[config.mk]
export PLATFORM = sky130hd
export DESIGN_NAME = coverfloat_vector_sequencer
export DESIGN_NICKNAME = d
export VERILOG_FILES = /design/src/rtl/coverfloat_vector_sequencer.sv
export SDC_FILE = /design/constraint.sdc
export NUM_CORES = 2
export LEC_CHECK = 0
export BUFFER_PORTS_ARGS = -buffer_cell sky130_fd_sc_hd__buf_4
export CORE_AREA = 8 8 471 473
export CTS_CLUSTER_DIAMETER = 200
export DETAILED_ROUTE_END_ITERATION = 8
export DIE_AREA = 0 0 479 481
export PLACE_DENSITY = 0.31
export SYNTH_ARGS = -nofsm -noshare
export SYNTH_HDL_FRONTEND = slang
export SYNTH_SLANG_ARGS = --single-unit
[constraint.sdc]
create_clock -name clk -period 4.12 [get_ports clk]
set_input_delay 1.236 -clock clk [delete_from_list [all_inputs] [get_ports clk]]
set_output_delay 1.236 -clock clk [all_outputs]
set_load 0.02 [all_outputs]
[src/rtl/coverfloat_vector_sequencer.sv]
// coverfloat_vector_sequencer
// Walks a directed vector table, issues each vector to the FPU under test over
// a valid/ready request, waits for the response (or a timeout) and scores it.
// Every output comes straight from a register, so no input reaches an output
// combinationally.
module coverfloat_vector_sequencer #(
  parameter int ADDR_W  = 16,
  parameter int TIMEOUT = 255
) (
  input  logic              clk,
  input  logic              reset,
  input  logic              start,
  input  logic [ADDR_W-1:0] num_vectors,
  input  logic [7:0]        flag_mask,
  output logic              mem_rd,
  output logic [ADDR_W-1:0] mem_addr,
  input  logic [31:0]       vec_op,
  input  logic [7:0]        vec_rm,
  input  logic [7:0]        vec_fmt,
  input  logic [127:0]      vec_a,
  input  logic [127:0]      vec_b,
  input  logic [127:0]      vec_c,
  input  logic [127:0]      vec_exp_result,
  input  logic [7:0]        vec_exp_flags,
  output logic              dut_req_valid,
  input  logic              dut_req_ready,
  output logic [31:0]       dut_op,
  output logic [7:0]        dut_rm,
  output logic [7:0]        dut_fmt,
  output logic [127:0]      dut_a,
  output logic [127:0]      dut_b,
  output logic [127:0]      dut_c,
  input  logic              dut_rsp_valid,
  input  logic [127:0]      dut_rsp_result,
  input  logic [7:0]        dut_rsp_flags,
  output logic              busy,
  output logic              done,
  output logic [ADDR_W-1:0] pass_count,
  output logic [ADDR_W-1:0] fail_count,
  output logic [ADDR_W-1:0] first_fail_idx,
  output logic              any_fail,
  output logic              timeout_err,
  output logic              spurious_rsp
);

  typedef enum logic [2:0] {
    S_IDLE     = 3'd0,
    S_FETCH    = 3'd1,
    S_LOAD     = 3'd2,
    S_ISSUE    = 3'd3,
    S_WAIT_RSP = 3'd4,
    S_CHECK    = 3'd5,
    S_DONE     = 3'd6
  } state_t;

  localparam logic [15:0] TMO_C = 16'(TIMEOUT);

  // Counters stick at all-ones instead of wrapping back to zero.
  function automatic logic [ADDR_W-1:0] sat_inc(input logic [ADDR_W-1:0] v);
    if (&v) begin
      return v;
    end else begin
      return v + {{(ADDR_W-1){1'b0}}, 1'b1};
    end
  endfunction

  state_t              state_q;
  logic [ADDR_W-1:0]   idx_q;
  logic [ADDR_W-1:0]   nv_q;
  logic [7:0]          mask_q;
  logic                mem_rd_q;
  logic [ADDR_W-1:0]   mem_addr_q;
  logic [31:0]         op_q;
  logic [7:0]          rm_q;
  logic [7:0]          fmt_q;
  logic [127:0]        a_q;
  logic [127:0]        b_q;
  logic [127:0]        c_q;
  logic [127:0]        exp_res_q;
  logic [7:0]          exp_flags_q;
  logic                req_valid_q;
  logic [127:0]        rsp_res_q;
  logic [7:0]          rsp_flags_q;
  logic [15:0]         tmo_q;
  logic [ADDR_W-1:0]   pass_q;
  logic [ADDR_W-1:0]   fail_q;
  logic [ADDR_W-1:0]   ffi_q;
  logic                any_fail_q;
  logic                timeout_err_q;
  logic                spurious_q;
  logic                done_q;

  logic [ADDR_W:0]     idx_p1_d;
  logic                last_vec_d;
  logic [ADDR_W-1:0]   idx_inc_d;
  logic [ADDR_W-1:0]   pass_inc_d;
  logic [ADDR_W-1:0]   fail_inc_d;
  logic [15:0]         tmo_inc_d;
  logic                tmo_hit_d;
  logic                check_pass_d;

  // Shared next-value helpers: end-of-run detect, saturating bumps, verdict.
  always_comb begin
    idx_p1_d     = {1'b0, idx_q} + {{ADDR_W{1'b0}}, 1'b1};
    last_vec_d   = (idx_p1_d == {1'b0, nv_q});
    idx_inc_d    = sat_inc(idx_q);
    pass_inc_d   = sat_inc(pass_q);
    fail_inc_d   = sat_inc(fail_q);
    tmo_inc_d    = tmo_q + 16'd1;
    tmo_hit_d    = (tmo_inc_d == TMO_C);
    check_pass_d = (rsp_res_q == exp_res_q) &&
                   ((rsp_flags_q & mask_q) == (exp_flags_q & mask_q));
  end

  // Sequencer FSM with all datapath and statistics registers.
  always_ff @(posedge clk) begin
    if (reset) begin
      state_q       <= S_IDLE;
      idx_q         <= '0;
      nv_q          <= '0;
      mask_q        <= 8'h00;
      mem_rd_q      <= 1'b0;
      mem_addr_q    <= '0;
      op_q          <= 32'h0;
      rm_q          <= 8'h00;
      fmt_q         <= 8'h00;
      a_q           <= 128'h0;
      b_q           <= 128'h0;
      c_q           <= 128'h0;
      exp_res_q     <= 128'h0;
      exp_flags_q   <= 8'h00;
      req_valid_q   <= 1'b0;
      rsp_res_q     <= 128'h0;
      rsp_flags_q   <= 8'h00;
      tmo_q         <= 16'h0;
      pass_q        <= '0;
      fail_q        <= '0;
      ffi_q         <= '0;
      any_fail_q    <= 1'b0;
      timeout_err_q <= 1'b0;
      spurious_q    <= 1'b0;
      done_q        <= 1'b0;
    end else begin
      done_q   <= 1'b0;
      mem_rd_q <= 1'b0;
      // A response is only expected while waiting; anything else is flagged.
      if (dut_rsp_valid && (state_q != S_WAIT_RSP)) begin
        spurious_q <= 1'b1;
      end
      case (state_q)
        S_IDLE: begin
          if (start) begin
            idx_q         <= '0;
            nv_q          <= num_vectors;
            mask_q        <= flag_mask;
            pass_q        <= '0;
            fail_q        <= '0;
            ffi_q         <= '0;
            any_fail_q    <= 1'b0;
            timeout_err_q <= 1'b0;
            spurious_q    <= 1'b0;
            if (num_vectors == '0) begin
              state_q <= S_DONE;
              done_q  <= 1'b1;
            end else begin
              state_q    <= S_FETCH;
              mem_rd_q   <= 1'b1;
              mem_addr_q <= '0;
            end
          end
        end
        S_FETCH: begin
          state_q <= S_LOAD;
        end
        S_LOAD: begin
          op_q        <= vec_op;
          rm_q        <= vec_rm;
          fmt_q       <= vec_fmt;
          a_q         <= vec_a;
          b_q         <= vec_b;
          c_q         <= vec_c;
          exp_res_q   <= vec_exp_result;
          exp_flags_q <= vec_exp_flags;
          req_valid_q <= 1'b1;
          state_q     <= S_ISSUE;
        end
        S_ISSUE: begin
          if (dut_req_ready) begin
            req_valid_q <= 1'b0;
            tmo_q       <= 16'h0;
            state_q     <= S_WAIT_RSP;
          end
        end
        S_WAIT_RSP: begin
          if (dut_rsp_valid) begin
            rsp_res_q   <= dut_rsp_result;
            rsp_flags_q <= dut_rsp_flags;
            state_q     <= S_CHECK;
          end else if (tmo_hit_d) begin
            timeout_err_q <= 1'b1;
            fail_q        <= fail_inc_d;
            if (!any_fail_q) begin
              any_fail_q <= 1'b1;
              ffi_q      <= idx_q;
            end
            idx_q <= idx_inc_d;
            if (last_vec_d) begin
              state_q <= S_DONE;
              done_q  <= 1'b1;
            end else begin
              state_q    <= S_FETCH;
              mem_rd_q   <= 1'b1;
              mem_addr_q <= idx_inc_d;
            end
          end else begin
            tmo_q <= tmo_inc_d;
          end
        end
        S_CHECK: begin
          if (check_pass_d) begin
            pass_q <= pass_inc_d;
          end else begin
            fail_q <= fail_inc_d;
            if (!any_fail_q) begin
              any_fail_q <= 1'b1;
              ffi_q      <= idx_q;
            end
          end
          idx_q <= idx_inc_d;
          if (last_vec_d) begin
            state_q <= S_DONE;
            done_q  <= 1'b1;
          end else begin
            state_q    <= S_FETCH;
            mem_rd_q   <= 1'b1;
            mem_addr_q <= idx_inc_d;
          end
        end
        S_DONE: begin
          state_q <= S_IDLE;
        end
        default: begin
          state_q <= S_IDLE;
        end
      endcase
    end
  end

  assign mem_rd         = mem_rd_q;
  assign mem_addr       = mem_addr_q;
  assign dut_req_valid  = req_valid_q;
  assign dut_op         = op_q;
  assign dut_rm         = rm_q;
  assign dut_fmt        = fmt_q;
  assign dut_a          = a_q;
  assign dut_b          = b_q;
  assign dut_c          = c_q;
  assign busy           = (state_q != S_IDLE);
  assign done           = done_q;
  assign pass_count     = pass_q;
  assign fail_count     = fail_q;
  assign first_fail_idx = ffi_q;
  assign any_fail       = any_fail_q;
  assign timeout_err    = timeout_err_q;
  assign spurious_rsp   = spurious_q;

endmodule
# After elaboration in Yosys (flattened, before gate mapping)
# Cells that the tools add are included.
[classes]
muxes = 58
bitwise = 2
n_reduce_logical = 23
addsub = 5
eq_ne = 20
[ops]
columns = ["operator", "count"]
rows = [
  ["$mux 16", 22],
  ["$pmux 16 s3", 4],
  ["$eq 128x128->1", 1],
  ["$add 16x1->16 const B", 4],
  ["$pmux 16 s2", 2],
  ["$reduce_and 16->1", 3],
  ["$mux 1", 18],
  ["$mux 3", 6],
  ["$ne 2x2->1 const B", 9],
  ["$pmux 3 s6", 1],
  ["$add 16x1->17 const B", 1],
  ["$eq 17x16->1", 1],
  ["$and 8x8->8", 2],
  ["$eq 16x8->1 const B", 1],
  ["$logic_not 16->1", 1],
  ["$reduce_and 4->1", 4],
  ["$reduce_and 5->1", 2],
  ["$pmux 1 s3", 3],
  ["$eq 8x8->1", 1],
  ["$reduce_bool 2->1", 4],
  ["$eq 3x2->1 const B", 2],
  ["$eq 3x3->1 const B", 2],
  ["$ne 3x3->1 const B", 2],
  ["$reduce_and 2->1", 3],
  ["other kinds (6)", 9],
]
[word_totals]
output_inout_bits = 503
input_bits = 733
reg_bits = 833
word_cells = 133

# Longest topological paths before layout
[logic_depth]
ltp_word = 6
depth_mapped = 12
ltp_nobuf = 9

# Worst setup path after synthesis
# No wires, ideal clock.
[synth_timing]
path_type = "register to register"
startpoint = "register tmo_q[0]"
endpoint = "register fail_q[7] (netlist: fail_count[7])"
arrival_ns = 3.003
path_slack_ns = 1.046
path_buffers = 1
stages_incl_launch_ff = 11
synth_period_minus_slack_ns = 3.074
setup_ns = 0.071
required_time_ns = 4.049
path_cell_list = "dfxtp_1 ha_1 nand3_2 or3_4 a2111oi_4 and2_4 a41oi_4 or3_1 buf_2 or4b_1 a21oi_1"
[synth_via]
elab_chain_cells = 4
[synth_rtl]
columns = ["element", "line", "source"]
rows = [
  ["start: declaration", "84", "logic [15:0] tmo_q;"],
  ["start signal: assignment", "216", "tmo_q <= tmo_inc_d;"],
  ["$add 16x1->16", "109", "tmo_inc_d = tmo_q + 16'd1;"],
  ["$eq 16x8->1", "110", "tmo_hit_d = (tmo_inc_d == TMO_C);"],
  ["$ne 2x2->1 (no line)", "n/a", ""],
  ["$reduce_and 5->1 (no line)", "n/a", ""],
  ["end signal: assignment", "201", "fail_q <= fail_inc_d;"],
  ["end signal: assignment", "223", "fail_q <= fail_inc_d;"],
  ["end: declaration", "86", "logic [ADDR_W-1:0] fail_q;"],
]
# No other way between the ends.
# A chain may end at the register's enable or synchronous reset.

# Worst setup path in the final report
[layout_timing]
startpoint = "register rsp_res_q[115]"
endpoint = "register pass_q[13] (netlist: pass_count[13])"
[layout_via]
elab_chain_cells = 4
[layout_rtl]
columns = ["element", "line", "source"]
rows = [
  ["start: declaration", "82", "logic [127:0] rsp_res_q;"],
  ["start signal: assignment", "196", "rsp_res_q <= dut_rsp_result;"],
  ["$eq 128x128->1", "111", "check_pass_d = (rsp_res_q == exp_res_q) &&"],
  ["$logic_and 1x1->1", "111", ""],
  ["$ne 2x2->1 (no line)", "n/a", ""],
  ["$reduce_and 4->1 (no line)", "n/a", ""],
  ["end signal: assignment", "221", "pass_q <= pass_inc_d;"],
  ["end: declaration", "85", "logic [ADDR_W-1:0] pass_q;"],
]
# No other way between the ends.

==> flow_summary_export.csv <==
group,metric,value,unit
clock_tree,cts_buffer_depth,3,
worst_setup_path,cp.required,4.73,ns
placed_design,dp_hpwl,167000,um
placed_design,port_buffers,1235,
die,chipWidth,479,um
worst_setup_path,start_kind,"register",
grt,antenna_found_initial,161,
logic_synthesis,ys_warn_count,0,
logic_synthesis,yosysTopAreaCell,"dfxtp_1",
clock_tree,clk_latency,0.77,ns
min_path,hp-start,"dut_a[64]$_SDFFE_PP0P_",
logic_synthesis,ys_types,66,
power_and_ir_drop,ir_worst_vdd,0.372,mV
route,routedWlPerCell,25.7,um
logic_synthesis,ys.flop_type,"dfxtp_1",
route,ant_nets,0,
timing,max-slew-margin-rel,23.6,%
timing,clock_skew,0.0430,ns
final_layout,area_growth,50.8,%
grt,grt_first_pass_wirelength,280000,um
power_and_ir_drop,powerDensity,611,mW/mm^2
worst_setup_path,crit_path_cell_trace,"xor2_1 -> nor4_1 -> nand3_1 -> or4_1 -> or3_1 -> a2111oi_1 -> a21boi_0 -> o21a_1",
grt,grtUsageTotal,17.2,%
route,drt-vias-per-instance,4.02,
final_layout,finalNetCount,5932,
final_layout,final_common_cell,"nand2_1",
timing,hold_violations,0,
timing,rsz0062_at_grt,"false",
logic_synthesis,syn-instance-count,4074,
clock_tree,cts_tree,"built",
worst_setup_path,critPathCaptureType,"register",
timing,worst_pin_slew,1.14,ns
die,num_rows,170,
logic_synthesis,ys_ff_latch,833,
logic_synthesis,synth-edff-count,0,
logic_synthesis,syn_area_per_cell,7.84,um^2
die,start_util,14.9,%
power_and_ir_drop,p_leak,18.9,nW
clock_tree,cts.reportedPaths.clkPinSlew,0.06,ns
route,vias,32800,
placed_design,placed_area,0.0444,mm^2
worst_setup_path,crit_type,"register to register",
logic_synthesis,yosysSeqAreaShare,52.2,%
grt,grt_max_degree,158,
worst_setup_path,crit_buf_inv,0,
final_layout,finalInstanceArea,0.0481,mm^2
placed_design,routabilityCongestion,0.880,
final_layout,drive_gt1_share,28.2,%
worst_setup_path,cp.arrival,4.33,ns
worst_setup_path,cp-startpoint,"rsp_res_q[115]$_SDFFE_PP0P_",
clock_tree,clock-sinks,833,
grt,grt_pass1_vias,32300,
timing,fmax,268,MHz
route,drtPass1Iterations,5,
timing,setup_viol,0,
logic_synthesis,async_flop_share,0,%
final_layout,nFillCells,24100,
grt,grt_overflow,0,
min_path,hold_class,"register to register",
logic_synthesis,synth_top_cell_area_share,52.2,%
logic_synthesis,synth_area,0.0319,mm^2
die,fp.dieH,481,um
flow_run,drv_cap,0,
route,drcViolationCount,0,
run_status,outcome,"complete, no violations",
logic_synthesis,syn_nets,4812,
timing,period_share,90.4,%
worst_setup_path,path_delay_family,"simple AND/OR/NAND/NOR gates",
clock_tree,cts_made_buffers,109,
timing,slew_violations,0,
clock_tree,htree_levels,3,
worst_setup_path,slowest_stage,"or4_1",
die,io_pins,1236,
worst_setup_path,slowest_delay,0.69,ns
clock_tree,cts_root_buf,"clkbuf_16",
worst_setup_path,rr_startpoint,"rsp_res_q[115]$_SDFFE_PP0P_",
worst_setup_path,path_max_fanout,6,
die,die_area,0.230,mm^2
timing,setup-tns-final,0,ns
die,coreArea,0.214,mm^2
route,drt_wl_total,210000,um
timing,period_needed,3.72,ns
final_layout,layout_common_cells,"1572 x nand2_1, 1281 x buf_4, 833 x dfxtp_1",
route,drtIter0Drc,2020,
logic_synthesis,ys_top_cells_by_area,"dfxtp_1 52%, nand2_1 18%, a21oi_1 12%",
power by group:
group | switching (mW) | total [mW] | internal, mW
clock network | 4.09 | 9.77 | 5.68
registers | 0.916 | 10.4 | 9.50
logic | 6.01 | 9.21 | 3.20
per-stage QoR:
stage          util, %  setup slack, ns  instances  power (mW)  hold slack (ns)
2_1_floorplan        -             1.05       4074        15.0            0.434
3_3_place_gp      20.8            0.127       7921        20.0            0.443
3_5_place_dp      20.8            0.152       7921        20.0            0.447
4_1_cts           22.5           0.0679       8111        30.1            0.455
5_1_grt           22.5            0.132       8134        31.0            0.470
6_report          22.5            0.395       8157        29.4            0.452
cells in the mapped netlist, drive strengths merged (3+ instances only):
library cell and instances:
o21a 4, o211ai 3, or4 10, nor2b 8
inv 10, nor2 47, nand3 48, and4 7
nor3 15, clkbuf 266, xor2 69, and3 13
ha 5, xnor2 112, nand4 39, a31o 3
nor4 37, nand2 1573, a211oi 5, mux2i 21
dfxtp 833, buf 26, o21ai 46, nor3b 4
and2 10, or3 10, a21oi 790, o31ai 12
a31oi 5, a2111oi 10
worst register-to-register path, delay by kind of cell, from the launching register on:
kind	cells	cell delay, ns
and+or+nand+nor	4	2.08
xor gates and xnor gates	1	0.16
DFF	1	0.32
AOI/OAI and AO/OA	3	1.02
kinds of logic (layout without fill, tap and decap cells):
kind of cell             Yosys count  after routing  synth area share [%]
AND/OR/NAND/NOR                 1829           1829                  23.3
AO/OA/AOI/OAI                    899            899                  14.8
flip-flops                       833            833                  52.2
buffers and inverters            302           1501                  3.64
XOR/XNOR                         183            183                  5.11
multiplexers                      23             23                 0.729
adder cells (fa/ha/maj)            5              5                 0.196
other                              0             46                     0
registers in the layout (all words and copies together), names as in the netlist, 3 cells and up:
register / count
state_q: 3
nv_q: 16
dut_fmt: 8
first_fail_idx: 16
exp_flags_q: 8
exp_res_q: 128
idx_q: 16
fail_count: 16
mask_q: 8
tmo_q: 16
pass_count: 16
dut_c: 128
dut_a: 128
dut_rm: 8
dut_b: 128
rsp_res_q: 128
rsp_flags_q: 8
dut_op: 32
mem_addr: 16
routing by layer:
layer | vias up | share of wire (%) | global-route usage [%]
li1 | 15700 | - | -
met1 | 15400 | 41 | 20.9
met2 | 1146 | 45 | 26.7
met3 | 364 | 10 | 7.89
met4 | 128 | 2.9 | 6.03
met5 | - | 0.39 | 0
area by class of cell:
cell class	instances	area [um^2]	share of cell area [%]
clock inverters	25	377	0.782
diodes	46	115	0.239
multi-input cells	2939	14100	29.4
repair buffers	1301	10000	20.8
flip-flops and latches	833	16700	34.6
inverters	10	37.5	0.0780
well taps	2838	3550	7.38
clock buffers	165	3220	6.69
final timing paths:
check / endpoint / slack, ns / depth (start not counted)
worst min register to register: dut_a[64]$_SDFFE_PP0P_ / 0.45 / 2
worst max-delay path: pass_count[13]$_SDFFE_PP0P_ / 0.40 / 8
worst max register to register: pass_count[13]$_SDFFE_PP0P_ / 0.40 / 8
worst min-delay path: dut_a[64]$_SDFFE_PP0P_ / 0.45 / 2
what timing repair did:
item,4_1_cts,5_1_grt
setup endpoints to repair,0,2
buffers inserted,0,0
gates resized for setup,0,1
hold buffers,0,0
No activity file was read; power rests on OpenSTA's default activity.
